[src/rtl/johnson_ctrl_pkg.sv]
// Shared types for the Johnson-counter sequencer: command opcodes, FSM states, default widths.
// No logic; latency and backpressure are defined by the modules that import it.
package johnson_ctrl_pkg;

  localparam int DEF_WIDTH = 8;
  localparam int DEF_DIV_W = 8;

  typedef enum logic [1:0] {
    OP_LOAD  = 2'd0,
    OP_STEPS = 2'd1,
    OP_FREE  = 2'd2,
    OP_STOP  = 2'd3
  } op_t;

  typedef enum logic [1:0] {
    ST_IDLE      = 2'd0,
    ST_LOAD      = 2'd1,
    ST_RUN_STEPS = 2'd2,
    ST_RUN_FREE  = 2'd3
  } state_t;

  function automatic logic is_run(input state_t s);
    return (s == ST_RUN_STEPS) || (s == ST_RUN_FREE);
  endfunction

endpackage

[src/rtl/johnson_seq_ctrl_if.sv]
// Command channel into the sequencer: valid/ready handshake carrying opcode, argument, direction and divider.
// The master holds cmd_valid and its payload until it sees cmd_ready high at a rising edge.
import johnson_ctrl_pkg::*;

interface johnson_seq_ctrl_if #(
  parameter int WIDTH = DEF_WIDTH,
  parameter int DIV_W = DEF_DIV_W
);
  logic             cmd_valid;
  logic             cmd_ready;
  op_t              cmd_op;
  logic [WIDTH-1:0] cmd_arg;
  logic             cmd_dir;
  logic [DIV_W-1:0] div;

  modport master (
    output cmd_valid, cmd_op, cmd_arg, cmd_dir, div,
    input  cmd_ready
  );

  modport slave (
    input  cmd_valid, cmd_op, cmd_arg, cmd_dir, div,
    output cmd_ready
  );
endinterface

[src/rtl/johnson_ctrl_tick.sv]
// Reloadable prescaler: registered tick is high in every cycle whose count value is zero while running.
// Latency: first tick reload+1 cycles after start, then every reload+1 cycles; no backpressure.
module johnson_ctrl_tick #(
  parameter int DIV_W = 8
) (
  input  logic             clk,
  input  logic             rst,
  input  logic             start,
  input  logic             en,
  input  logic [DIV_W-1:0] reload,
  output logic             tick
);

  logic [DIV_W-1:0] cnt_q;
  logic [DIV_W-1:0] cnt_nxt;
  logic             tick_nxt;

  // tick is registered from the count about to be stored, so it lines up with cnt_q == 0
  always_comb begin
    cnt_nxt  = cnt_q;
    tick_nxt = 1'b0;
    if (start) begin
      cnt_nxt  = reload;
      tick_nxt = (reload == '0);
    end else if (en) begin
      cnt_nxt  = (cnt_q == '0) ? reload : cnt_q - DIV_W'(1);
      tick_nxt = (cnt_nxt == '0);
    end
  end

  always_ff @(posedge clk) begin
    if (rst) begin
      cnt_q <= '0;
      tick  <= 1'b0;
    end else begin
      cnt_q <= cnt_nxt;
      tick  <= tick_nxt;
    end
  end

endmodule

[src/rtl/johnson_seq_ctrl.sv]
// Command sequencer issuing load/shift strobes to the Johnson datapath; all outputs registered, responses one cycle after acceptance.
// cmd_ready drops only during the single LOAD cycle; commands other than STOP arriving mid-run are dropped with err.
module johnson_seq_ctrl
  import johnson_ctrl_pkg::*;
#(
  parameter int WIDTH = DEF_WIDTH,
  parameter int DIV_W = DEF_DIV_W
) (
  input  logic             clk,
  input  logic             rst,
  johnson_seq_ctrl_if.slave cmd,
  output logic             jc_load,
  output logic [WIDTH-1:0] jc_load_val,
  output logic             jc_shift,
  output logic             jc_dir,
  output logic             busy,
  output logic             done,
  output logic             aborted,
  output logic             err
);

  state_t           state_q, state_nxt;
  logic [WIDTH-1:0] remaining_q, remaining_nxt;
  logic [DIV_W-1:0] div_q, div_nxt;
  logic [WIDTH-1:0] load_val_nxt;
  logic             ready_q;
  logic             accept;
  logic             load_nxt, dir_nxt, done_nxt, aborted_nxt, err_nxt;
  logic             tick_start, tick_en;

  assign cmd.cmd_ready = ready_q;
  assign accept        = cmd.cmd_valid && ready_q;

  always_comb begin
    state_nxt     = state_q;
    remaining_nxt = remaining_q;
    div_nxt       = div_q;
    load_val_nxt  = jc_load_val;
    dir_nxt       = jc_dir;
    load_nxt      = 1'b0;
    done_nxt      = 1'b0;
    aborted_nxt   = 1'b0;
    err_nxt       = 1'b0;
    tick_start    = 1'b0;

    case (state_q)
      ST_IDLE: begin
        if (accept) begin
          case (cmd.cmd_op)
            OP_LOAD: begin
              state_nxt    = ST_LOAD;
              load_nxt     = 1'b1;
              load_val_nxt = cmd.cmd_arg;
            end
            OP_STEPS: begin
              dir_nxt = cmd.cmd_dir;
              if (cmd.cmd_arg == '0) begin
                done_nxt = 1'b1;
              end else begin
                state_nxt     = ST_RUN_STEPS;
                remaining_nxt = cmd.cmd_arg;
                div_nxt       = cmd.div;
                tick_start    = 1'b1;
              end
            end
            OP_FREE: begin
              dir_nxt    = cmd.cmd_dir;
              state_nxt  = ST_RUN_FREE;
              div_nxt    = cmd.div;
              tick_start = 1'b1;
            end
            default: done_nxt = 1'b1;
          endcase
        end
      end

      ST_LOAD: begin
        state_nxt = ST_IDLE;
        done_nxt  = 1'b1;
      end

      ST_RUN_STEPS, ST_RUN_FREE: begin
        if (state_q == ST_RUN_STEPS && jc_shift) begin
          remaining_nxt = remaining_q - WIDTH'(1);
          if (remaining_q == WIDTH'(1)) begin
            state_nxt = ST_IDLE;
            done_nxt  = 1'b1;
          end
        end
        // STOP wins over a coincident final shift, so the run reports as aborted
        if (accept) begin
          if (cmd.cmd_op == OP_STOP) begin
            state_nxt   = ST_IDLE;
            done_nxt    = 1'b1;
            aborted_nxt = 1'b1;
          end else begin
            err_nxt = 1'b1;
          end
        end
      end

      default: state_nxt = ST_IDLE;
    endcase
  end

  assign tick_en = is_run(state_q) && (state_nxt != ST_IDLE);

  johnson_ctrl_tick #(.DIV_W(DIV_W)) u_tick (
    .clk    (clk),
    .rst    (rst),
    .start  (tick_start),
    .en     (tick_en),
    .reload (tick_start ? cmd.div : div_q),
    .tick   (jc_shift)
  );

  always_ff @(posedge clk) begin
    if (rst) begin
      state_q     <= ST_IDLE;
      remaining_q <= '0;
      div_q       <= '0;
      ready_q     <= 1'b1;
      busy        <= 1'b0;
      jc_load     <= 1'b0;
      jc_load_val <= '0;
      jc_dir      <= 1'b0;
      done        <= 1'b0;
      aborted     <= 1'b0;
      err         <= 1'b0;
    end else begin
      state_q     <= state_nxt;
      remaining_q <= remaining_nxt;
      div_q       <= div_nxt;
      ready_q     <= (state_nxt != ST_LOAD);
      busy        <= (state_nxt != ST_IDLE);
      jc_load     <= load_nxt;
      jc_load_val <= load_val_nxt;
      jc_dir      <= dir_nxt;
      done        <= done_nxt;
      aborted     <= aborted_nxt;
      err         <= err_nxt;
    end
  end

endmodule

[src/flat_wrapper.sv]
// flat-port wrapper written by rule: the top's interface ports become plain ports
module johnson_seq_ctrl_flat import johnson_ctrl_pkg::*;
#(
  parameter int WIDTH = DEF_WIDTH,
  parameter int DIV_W = DEF_DIV_W
)
  (clk, rst, jc_load, jc_load_val, jc_shift, jc_dir, busy, done, aborted, err, cmd_cmd_valid, cmd_cmd_op, cmd_cmd_arg, cmd_cmd_dir, cmd_div, cmd_cmd_ready);
  johnson_seq_ctrl_if #(.WIDTH(WIDTH), .DIV_W(DIV_W)) cmd_i ();
  input  logic clk;
  input  logic rst;
  output logic jc_load;
  output logic [WIDTH-1:0] jc_load_val;
  output logic jc_shift;
  output logic jc_dir;
  output logic busy;
  output logic done;
  output logic aborted;
  output logic err;
  input wire logic [$bits(cmd_i.cmd_valid)-1:0] cmd_cmd_valid;
  input wire logic [$bits(cmd_i.cmd_op)-1:0] cmd_cmd_op;
  input wire logic [$bits(cmd_i.cmd_arg)-1:0] cmd_cmd_arg;
  input wire logic [$bits(cmd_i.cmd_dir)-1:0] cmd_cmd_dir;
  input wire logic [$bits(cmd_i.div)-1:0] cmd_div;
  output wire logic [$bits(cmd_i.cmd_ready)-1:0] cmd_cmd_ready;
  assign cmd_i.cmd_valid = cmd_cmd_valid;
  assign cmd_i.cmd_op = cmd_cmd_op;
  assign cmd_i.cmd_arg = cmd_cmd_arg;
  assign cmd_i.cmd_dir = cmd_cmd_dir;
  assign cmd_i.div = cmd_div;
  assign cmd_cmd_ready = cmd_i.cmd_ready;
  johnson_seq_ctrl #(.WIDTH(WIDTH), .DIV_W(DIV_W)) u_core (.clk(clk), .rst(rst), .cmd(cmd_i), .jc_load(jc_load), .jc_load_val(jc_load_val), .jc_shift(jc_shift), .jc_dir(jc_dir), .busy(busy), .done(done), .aborted(aborted), .err(err));
endmodule
[config.mk]
export PLATFORM = sky130hd
export DESIGN_NAME = johnson_seq_ctrl_flat
export DESIGN_NICKNAME = d
export VERILOG_FILES = /design/src/rtl/johnson_ctrl_pkg.sv /design/src/rtl/johnson_seq_ctrl_if.sv /design/src/rtl/johnson_ctrl_tick.sv /design/src/rtl/johnson_seq_ctrl.sv /design/src/flat_wrapper.sv
export SDC_FILE = /design/constraint.sdc
export NUM_CORES = 1
export LEC_CHECK = 0
export BUFFER_PORTS_ARGS = -buffer_cell sky130_fd_sc_hd__buf_2
export CORE_MARGIN = 8
export CORE_UTILIZATION = 40
export DETAILED_ROUTE_END_ITERATION = 16
export PLACE_DENSITY = 0.7
export REMOVE_ABC_BUFFERS = 1
export SLEW_MARGIN = 20
export SYNTH_ARGS = -nofsm -noshare
export SYNTH_HDL_FRONTEND = slang
export SYNTH_SLANG_ARGS = --single-unit
[constraint.sdc]
create_clock -name clk -period 3.6 [get_ports clk]
set_input_delay 0.18 -clock clk [delete_from_list [all_inputs] [get_ports clk]]
set_output_delay 0.18 -clock clk [all_outputs]
set_load 0.01 [all_outputs]
# After elaboration in Yosys (flattened, before gate mapping)
# Cells that the tools add are included.
word_totals:
  wordCells: 90
  regBits: 42
op_classes:
  addsub: 2
  n_reduce_logical: 23
  n_mux: 36
  eq_ne: 13
  bitwise: 3
ops:
  columns: ["op", "n"]
  rows:
  - ["$mux W8", 9]
  - ["$logic_not A8 Y1", 4]
  - ["$pmux W8 S2", 2]
  - ["$sub A8 B1 Y8 const B", 2]
  - ["$mux W1", 14]
  - ["$mux W2", 6]
  - ["$pmux W2 S3", 2]
  - ["$eq A2 B2 Y1 const B", 4]
  - ["$eq A8 B1 Y1 const B", 1]
  - ["$reduce_bool A2 Y1", 4]
  - ["$ne A2 B1 Y1 const B", 3]
  - ["$ne A2 B2 Y1 const B", 3]
  - ["$reduce_and A3 Y1", 2]
  - ["$reduce_or A2 Y1", 3]
  - ["$reduce_or A3 Y1", 2]
  - ["$reduce_and A5 Y1", 1]
  - ["$eq A2 B1 Y1 const B", 2]
  - ["$logic_not A2 Y1", 2]
  - ["$pmux W1 S2", 2]
  - ["$reduce_and A4 Y1", 1]
  - ["$logic_and A1 B1 Y1", 3]
  - ["$not A1 Y1", 3]
  - ["$pmux W1 S3", 1]
  - ["$logic_or A1 B1 Y1", 1]

# Depth between registers and ports, before layout
# Gate-level depths: netlist of run 1.
logic_depth:
  word_depth: 10
  mapped_depth: 8
  mapped_depth_nobuf: 8

# By module
# From an unflattened synthesis of run 1, not the netlist that was laid out.
hier_totals:
  cells_unflattened: 299
  hier_area_um2: 2532.4
by_module_without_submodules:
  columns: ["module", "seq_area_each_um2", "area_each_um2", "cells_per_inst", "n_inst"]
  rows:
  - ["johnson_seq_ctrl", 660.6, 1749.2, 202, 1]
  - ["johnson_ctrl_tick", 180.2, 783.3, 97, 1]

# Worst setup path before layout of run 1
# OpenSTA, ideal clock, no wires.
synth_path:
  path_kind: "register to register"
  from: "register u_core.u_tick.cnt_q[2]"
  to: "register u_core.u_tick.tick"
  slack_ps: 982
  path_buffers: 1
  arrival_ps: 2534
  period_less_slack_ps: 2618
  path_stages_with_launch: 8
  required_time_ps: 3516
  path_cell_list: "dfxtp_1 -> or4_4 -> or4b_4 -> buf_6 -> a311oi_2 -> o21ai_1 -> or4_1 -> o31ai_2"
synth_via:
  elab_chain_len: 5
synth_rtl:
  columns: ["element", "line", "rtl"]
  rows:
  - ["from (decl)", "johnson_ctrl_tick.sv:14", "logic [DIV_W-1:0] cnt_q;"]
  - ["from (signal assigned)", "johnson_ctrl_tick.sv:36", "cnt_q <= cnt_nxt;"]
  - ["$sub A8 B1 Y8 / $logic_not A8 Y1 (equally long branches)", "johnson_ctrl_tick.sv:26", "cnt_nxt = (cnt_q == '0) ? reload : cnt_q - DIV_W'(1);"]
  - ["$mux W8 *", "johnson_ctrl_tick.sv:26", null]
  - ["$logic_not A8 Y1 *", "johnson_ctrl_tick.sv:27", "tick_nxt = (cnt_nxt == '0);"]
  - ["$mux W1 *", "johnson_ctrl_tick.sv:25", "end else if (en) begin"]
  - ["$mux W1 *", "johnson_ctrl_tick.sv:22", "if (start) begin"]
  - ["to (signal assigned)", "johnson_ctrl_tick.sv:37", "tick <= tick_nxt;"]
  - ["to (decl)", "johnson_ctrl_tick.sv:11", "output logic tick"]
# Every way passes the cells marked *; elsewhere a longest branch is shown, timed or not.
# A chain may end at the register's enable or synchronous reset.

# Final worst setup path of run 1
# Ends and elaborated chain as after synthesis.

==> results of run 1 <==
-- state kept, by name, indices dropped and copies added (netlist names) --
name,flops
u_core.div_q,8
u_core.jc_load_val,8
u_core.remaining_q,8
u_core.u_tick.cnt_q,8
u_core.state_q,2
u_core.aborted,1
u_core.busy,1
u_core.cmd.cmd_ready,1
u_core.done,1
u_core.err,1
u_core.jc_dir,1
u_core.jc_load,1
u_core.u_tick.tick,1
-- synthesized netlist by cell type, types with 5 or more instances --
master	count
a21oi_1	25
nand3_1	17
a211oi_1	5
a31oi_1	7
ha_1	8
o21ai_0	15
clkbuf_1	11
dfxtp_1	42
mux2i_1	8
nand2_1	37
nor3_1	8
nor2_1	21
inv_1	10
-- cell type report --
cell class	instances	share of cell area, %
Sequential cell	42	31.7
Inverter	10	1.42
Tap cell	72	3.40
Multi-Input combinational cell	218	51.5
Clock buffer	6	2.74
Clock inverter	2	1.42
Timing Repair Buffer	40	7.83
-- power by group --
group | internal, mW | switching, mW | total (mW) | leakage [nW]
Sequential | 0.492 | 0.0260 | 0.518 | 0.342
Combinational | 0.144 | 0.205 | 0.349 | 0.613
Clock | 0.207 | 0.173 | 0.381 | 0.0514
Total | 0.843 | 0.405 | 1.25 | 1.01
-- logic make-up (layout without fill, tap and decap cells) --
logic type      count (synthesis)  after routing
xor+xnor                        2              2
mux                             9              9
buf+inv                        25             58
compound gates                 82             82
simple gates                  117            117
flops                          42             42
fa+ha+maj                       8              8
-- worst max path at each step --
stage | to | cells after the start
floorplan | u_core.u_tick.tick | 5
CTS | u_core.u_tick.tick | 6
finish | u_core.u_tick.tick | 6
global placement | u_core.u_tick.tick | 7
detailed placement | u_core.u_tick.tick | 7
global route | u_core.u_tick.tick | 6
-- per-layer routing --
layer	up-vias	track usage, %
met3	7	4.12
li1	1112	-
met5	-	0
met1	1035	17.8
met4	0	6.71
met2	66	21.6
-- through the flow --
stage	power (mW)	worst slack [ns]	instance area, sq um
2_1_floorplan	0.763	0.738	2240
3_3_place_gp	0.870	0.944	2540
3_5_place_dp	0.867	0.908	2540
4_1_cts	1.25	0.892	2650
5_1_grt	1.31	0.780	2650
6_report	1.25	0.884	2650
-- tightest hold or removal path, delay by kind of cell --
family | cells | cell delay (ns)
buffers and inverters | 1 | 0.11
AND/OR/NAND/NOR | 1 | 0.06
AO/OA/AOI/OAI | 1 | 0.05
==> summary.md, run 1 <==
| Metric | Value |
|---|---|
| Adder and majority gate portion of the synthesized area | `under 10%` |
| Depth of the CTS H-tree | `2` |
| CP startpoint kind | `flip-flop` |
| Total negative setup slack | `0 ns` |
| Number of global-route vias before repair | `2035` |
| Ys flop type | `dfxtp_1` |
| Max-slew violation count | `0` |
| Min cycle time layout | `approximately 2.7 ns` |
| Start point of the critical path | `u_core.u_tick.cnt_q[2]` |
| Mapped Cells | `about 290` |
| Worst Path Buf+Inv | `0` |
| CTS clock-pin slew for the worst setup and hold paths | `~0.09 ns` |
| Endpoint of the lowest-slack register-to-register path | `u_core.u_tick.tick` |
| Fraction of layout instances using a drive strength above 1 | `a little over 20%` |
| Slew of the pin with the lowest slew margin | `~0.81 ns` |
| FF+latch area | `841 sq um` |
| Power density normalized to cell area | `approximately 470 nW/um^2` |
| Worst min-delay path endpoint | `u_core.jc_load_val[3]` |
| CTS-repair resized insts | `0` |
| HPWL after detailed placement | `between 4000 and 5000 microns` |
| Deepest clock path buffer count | `2` |
| Filler cell count in the final layout | `565` |
| Largest incremental delay on the critical path | `0.60 ns` |
| Hold Path Stages | `3` |
| CP required | `between 3 and 4 ns` |
| Setup slack of the worst register-to-register path | `between 0.8 and 0.9 ns` |
| Largest family of logic cells by synthesized area | `simple AND/OR/NAND/NOR gates` |
| Library cell with the largest summed area after synthesis | `dfxtp_1` |
| Count of synthesis-stage warnings from yosys | `0` |
| Critical Path, Cell by Cell | `or4_4 -> or4b_4 -> a311oi_2 -> o21ai_1 -> or4_1 -> o31ai_2` |
| Most common library cell in the layout ignoring fill and taps | `dfxtp_1` |
| Share of the cycle needed by the critical path after routing | `roughly 75%` |
| Post-Route Skew | `0.0115 ns` |
| Worst-case headroom to the max-slew limit | `roughly 46%` |
| Layout-stage area growth over the synthesis result | `13.9%` |
| Full die area | `roughly 8500 sq um` |
| Floorplan row count | `27` |
| Chip height | `~90 microns` |
| TritonCTS clock tree | `yes` |
| CTS Buf Count | `5` |
| Setup repair after global routing missed its margin | `false` |
| Cell area after synthesis | `approximately 2300 sq um` |
| Final setup vio count | `0` |
| Count of unique library cells instantiated by Yosys | `53` |
| Detail Route Antenna Nets | `0` |
| Wl on met1 | `2880 microns` |
| Residual overflow from global routing | `0` |
| Launch point of the worst reg-to-reg path | `u_core.u_tick.cnt_q[2]` |
| Vias after detailed routing | `approximately 2200` |
| Number of enable-type register cells in the synthesized netlist | `0` |
| Fmax | `approximately 370 MHz` |
| Die W | `around 90 microns` |
| Top-Level Pins | `38` |
| Critical-path maximum fanout | `10` |
| Post-synthesis sequential element count | `42` |
| Post-synthesis compound-gate area fraction | `about a quarter` |
| Run status | `finished clean` |
| Sequential area share after synthesis | `between 30% and 40%` |
| Cell type of the slowest stage on the worst timing path | `or4b_4` |
| 1st-iter DRT viols | `162` |
| Syn_area_per_cell | `roughly 8 sq um` |
| Met3 WL | `roughly 340 microns` |
| Static Leak | `between 1 and 1.5 nW` |
| Mean number of vias per cell | `between 5 and 6` |
| Area taken by multi-input logic gates | `roughly 1400 sq um` |
| Sink count of the clock tree | `between 40 and 50` |
| Max-capacitance violation count | `0` |
| Average routed wire per standard cell | `between 15 and 20 microns` |
| Data arrival time of the worst path | `2.94 ns` |
| Critical path's top delay family | `simple AND/OR/NAND/NOR gates` |
| Clock Tree Root | `clkbuf_8` |
| Min-Delay Path Class | `in -> reg` |
| Standard cell core area | `5570 sq um` |
| Top cells by area in the synthesized netlist | `dfxtp_1 (36%), nand2_1 (6.0%), a21oi_1 (5.4%)` |
| Proportion of synthesized area in mux cells | `~3.9%` |
| Total Wirelength | `slightly above 6000 microns` |
| Worst setup path category | `reg -> reg` |
| Count of hold buffers inserted by post-cts repair | `0` |
| XOR/XNOR Fraction of Synth Area | `less than 1%` |
| Final Net Count | `347` |
| Synth top area share | `a little over a third` |
| Critical hold path startpoint | `cmd_cmd_arg[3]` |
| Diodes inserted | `0` |
| Global-route wire length before repair | `roughly 9800 microns` |
| Initial core utilization | `approximately two fifths` |
| Clk Latency, worst-skew pair | `0.31 ns` |
| Aggregate global-route resource usage | `14.1%` |
| Largest net degree at the start of global routing | `44` |
| Last weighted congestion value of the routability-driven placer | `between 0.8 and 0.9` |
| Synth Area in Simple Gates | `between 20% and 30%` |
| Final core utilization | `between 40% and 50%` |
| IR Drop Worst-Case VDD | `around 0.3 mV` |
| Count of input and output buffers | `37` |
| Most used cells in the layout excluding fill and tap cells | `dfxtp_1 (42), nand2_1 (37), buf_2 (37)` |
| Path depth of the worst reg2reg path | `6` |
| Highest metal layer with signal wires | `met4` |
| Met2 layer wire length in the routed design | `between 2000 and 3000 microns` |
| Final hold violations | `0` |
| Detailed-router iteration count before antenna repair | `4` |
| Final non-filler cell total | `390` |
| Number of placed instances with taps included | `382` |
| Hold Worst Slack | `roughly 0.13 ns` |
| Fraction of registers with async set/reset | `0%` |
| Drt drc | `0` |
| Endpoint type of the worst setup path | `flip-flop` |
| Antenna violations before repair | `0` |
| Post-CTS setup buffer count | `0` |
(Power assumes the default switching activity.)
==> inputs of run 2 (changes only) <==
- ABC_AREA: unset -> 1
- clock period: 3.6 -> 2.6 ns (I/O delays scaled with it)
==> run 2 against run 1 <==
- clock skew down 0.0035 ns
- die area up 0.14%
- maximum frequency up 39%
- largest cell class unchanged
==> summary.md, run 2 <==
| Metric | Value |
|---|---|
| Detailed-router iteration count before antenna repair | `4` |
| Count of hold buffers inserted by post-cts repair | `0` |
| Synth top area share | `36.0%` |
| Sink count of the clock tree | `42` |
| Last weighted congestion value of the routability-driven placer | `roughly 0.86` |
| Worst-case headroom to the max-slew limit | `between 60% and 70%` |
| Wl on met1 | `~2600 microns` |
| Critical-path maximum fanout | `13` |
| Antenna violations before repair | `0` |
| Sequential area share after synthesis | `roughly 36%` |
| Clock Tree Root | `clkbuf_8` |
| Highest metal layer with signal wires | `met4` |
| Average routed wire per standard cell | `12.5 microns` |
| IR Drop Worst-Case VDD | `~0.34 mV` |
| Residual overflow from global routing | `0` |
| Fraction of registers with async set/reset | `0%` |
| Diodes inserted | `0` |
| HPWL after detailed placement | `approximately 4400 microns` |
| Detail Route Antenna Nets | `0` |
| Clk Latency, worst-skew pair | `about 0.3 ns` |
| Fraction of layout instances using a drive strength above 1 | `16.0%` |
| Cell area after synthesis | `2330 sq um` |
| Mean number of vias per cell | `just over 5` |
| Max-capacitance violation count | `0` |
| Final Net Count | `410` |
| Total Wirelength | `~5700 microns` |
| Final hold violations | `0` |
| Power density normalized to cell area | `between 600 and 700 nW/um^2` |
| Filler cell count in the final layout | `604` |
| Share of the cycle needed by the critical path after routing | `about three quarters` |
| Drt drc | `0` |
| Post-CTS setup buffer count | `0` |
| Most used cells in the layout excluding fill and tap cells | `nand2_1 (76), dfxtp_1 (42), inv_1 (40)` |
| Global-route wire length before repair | `10100 microns` |
| Commonest cells in the synthesized netlist | `nand2_1 (76), dfxtp_1 (42), inv_1 (40)` |
| Static Leak | `~1.2 nW` |
| Number of global-route vias before repair | `2362` |
| Initial core utilization | `~40%` |
| Layout-stage area growth over the synthesis result | `15.0%` |
| 1st-iter DRT viols | `around 120` |
| Post-route cell area | `roughly 2700 sq um` |
| Mapped Cells | `between 300 and 400` |
| Top cells by area in the synthesized netlist | `dfxtp_1 (36%), nand2_1 (12%), nand3_1 (7.3%)` |
| Post-detailed-placement cell area | `approximately 2600 sq um` |
| Count of unique library cells instantiated by Yosys | `35` |
| Standard cell core area | `a little under 6000 sq um` |
| Min-Delay Path Class | `in -> reg` |
| Met3 WL | `between 200 and 300 microns` |
| Final setup vio count | `0` |
| Floorplan row count | `28` |
| Post-synthesis sequential element count | `42` |
| Met2 layer wire length in the routed design | `around 2700 microns` |
| Depth of the CTS H-tree | `2` |
| Largest net degree at the start of global routing | `29` |
| Endpoint type of the worst setup path | `flip-flop` |
| CTS-repair resized insts | `0` |
| CP required | `between 2 and 3 ns` |
| Full die area | `~8500 sq um` |
| Die W | `92.4 microns` |
| Slew of the pin with the lowest slew margin | `~0.47 ns` |
| Total negative setup slack | `0 ns` |
| Post-Route Skew | `between 0.008 and 0.009 ns` |
| Max-slew violation count | `0` |
| Cell with the most instances after synthesis | `nand2_1` |
| Data arrival time of the worst path | `2.19 ns` |
| Vias after detailed routing | `2309` |
| CP startpoint kind | `flip-flop` |
| Min cycle time layout | `1.95 ns` |
| Worst setup path category | `reg -> reg` |
| Most common library cell in the layout ignoring fill and taps | `nand2_1` |
| Fmax | `just over 500 MHz` |
| Final non-filler cell total | `456` |
| Number of placed instances with taps included | `~450` |
| Aggregate global-route resource usage | `between 10% and 20%` |
| Run status | `finished clean` |
| TritonCTS clock tree | `yes` |
| CTS clock-pin slew for the worst setup and hold paths | `0.09 ns` |
| CTS Buf Count | `5` |
| Chip height | `92.4 microns` |
| Library cell with the largest summed area after synthesis | `dfxtp_1` |
| Deepest clock path buffer count | `2` |
| Count of input and output buffers | `37` |
| Syn_area_per_cell | `6.78 sq um` |
| Top-Level Pins | `38` |
| Ys flop type | `dfxtp_1` |
| Number of enable-type register cells in the synthesized netlist | `0` |
| Setup repair after global routing missed its margin | `false` |
| Count of synthesis-stage warnings from yosys | `0` |
## run 2: cell types whose count changed after synthesis, sizes merged, moves of 5 or more
cell    change
nand2      +44
inv        +33
nand3      +18
nor2       +16
o21ai      +13
mux2i       -8
a21oi       +7
nor3        -7
or4         -7
clkbuf      -5
## run 2: cells by family (layout without fill, tap and decap cells)
group	count (synthesis)	count (layout)	synth area share [%]
and+or+nand+nor	161	161	30.4
AOI/OAI and AO/OA	74	74	18.0
buffers and inverters	54	91	9.38
DFF	42	42	36.0
adders and majority gates	8	8	4.29
xor gates and xnor gates	5	5	1.88
## run 2: power breakdown
part           leakage, nW  switching (mW)  internal, mW  total, mW
clock               0.0579           0.249         0.283      0.533
sequential           0.342          0.0289         0.686      0.715
combinational        0.840           0.379         0.204      0.583
## run 2: final timing paths
| kind | startpoint | to | slack, ns | depth (start not counted) |
|---|---|---|---|---|
| setup / recovery | u_core.state_q[1] | u_core.u_tick.tick | 0.65 | 11 |
| setup reg to reg | u_core.state_q[1] | u_core.u_tick.tick | 0.65 | 11 |
| hold / removal | cmd_cmd_dir | u_core.jc_dir | 0.09 | 3 |
| hold reg to reg | u_core.jc_load_val[4] | u_core.jc_load_val[4] | 0.47 | 2 |
## run 2: final cells by class
cell class | instances | area [sq um] | share of cell area, %
clock buffers | 5 | 68.8 | 2.57
clock inverters | 3 | 40.0 | 1.49
repair buffers | 39 | 200 | 7.46
well taps | 75 | 93.8 | 3.50
multi-input cells | 248 | 1270 | 47.5
flip-flops and latches | 42 | 841 | 31.3
inverters | 44 | 165 | 6.16
## run 2: stage by stage
stage / hold WS [ns] / utilization (%) / setup slack (ns) / total power, mW
2_1_floorplan: 0.199 / - / 0.935 / 1.16
3_3_place_gp: 0.396 / 44.5 / 0.739 / 1.30
3_5_place_dp: 0.405 / 44.5 / 0.658 / 1.31
4_1_cts: 0.0807 / 46.4 / 0.648 / 1.84
5_1_grt: 0.0947 / 46.4 / 0.354 / 1.96
6_report: 0.0899 / 46.4 / 0.647 / 1.83
## run 2: layer usage
metal	up-vias	GRT usage [%]
met2	56	24.7
met1	1042	16.8
li1	1202	-
met3	9	2.99
met4	0	4.16
met5	-	0
## run 2: worst max-delay path: stages (launching register included)
cell and delay [ns]:
dfxtp_1 0.43, nor2_1 0.17, nand2_1 0.09, nor2_2 0.38, nand2_4 0.19, nand2_1 0.12, nand3_1 0.07, nand2_1 0.09
nand2_1 0.06, nor2_1 0.09, nand3_1 0.08, a21oi_1 0.12
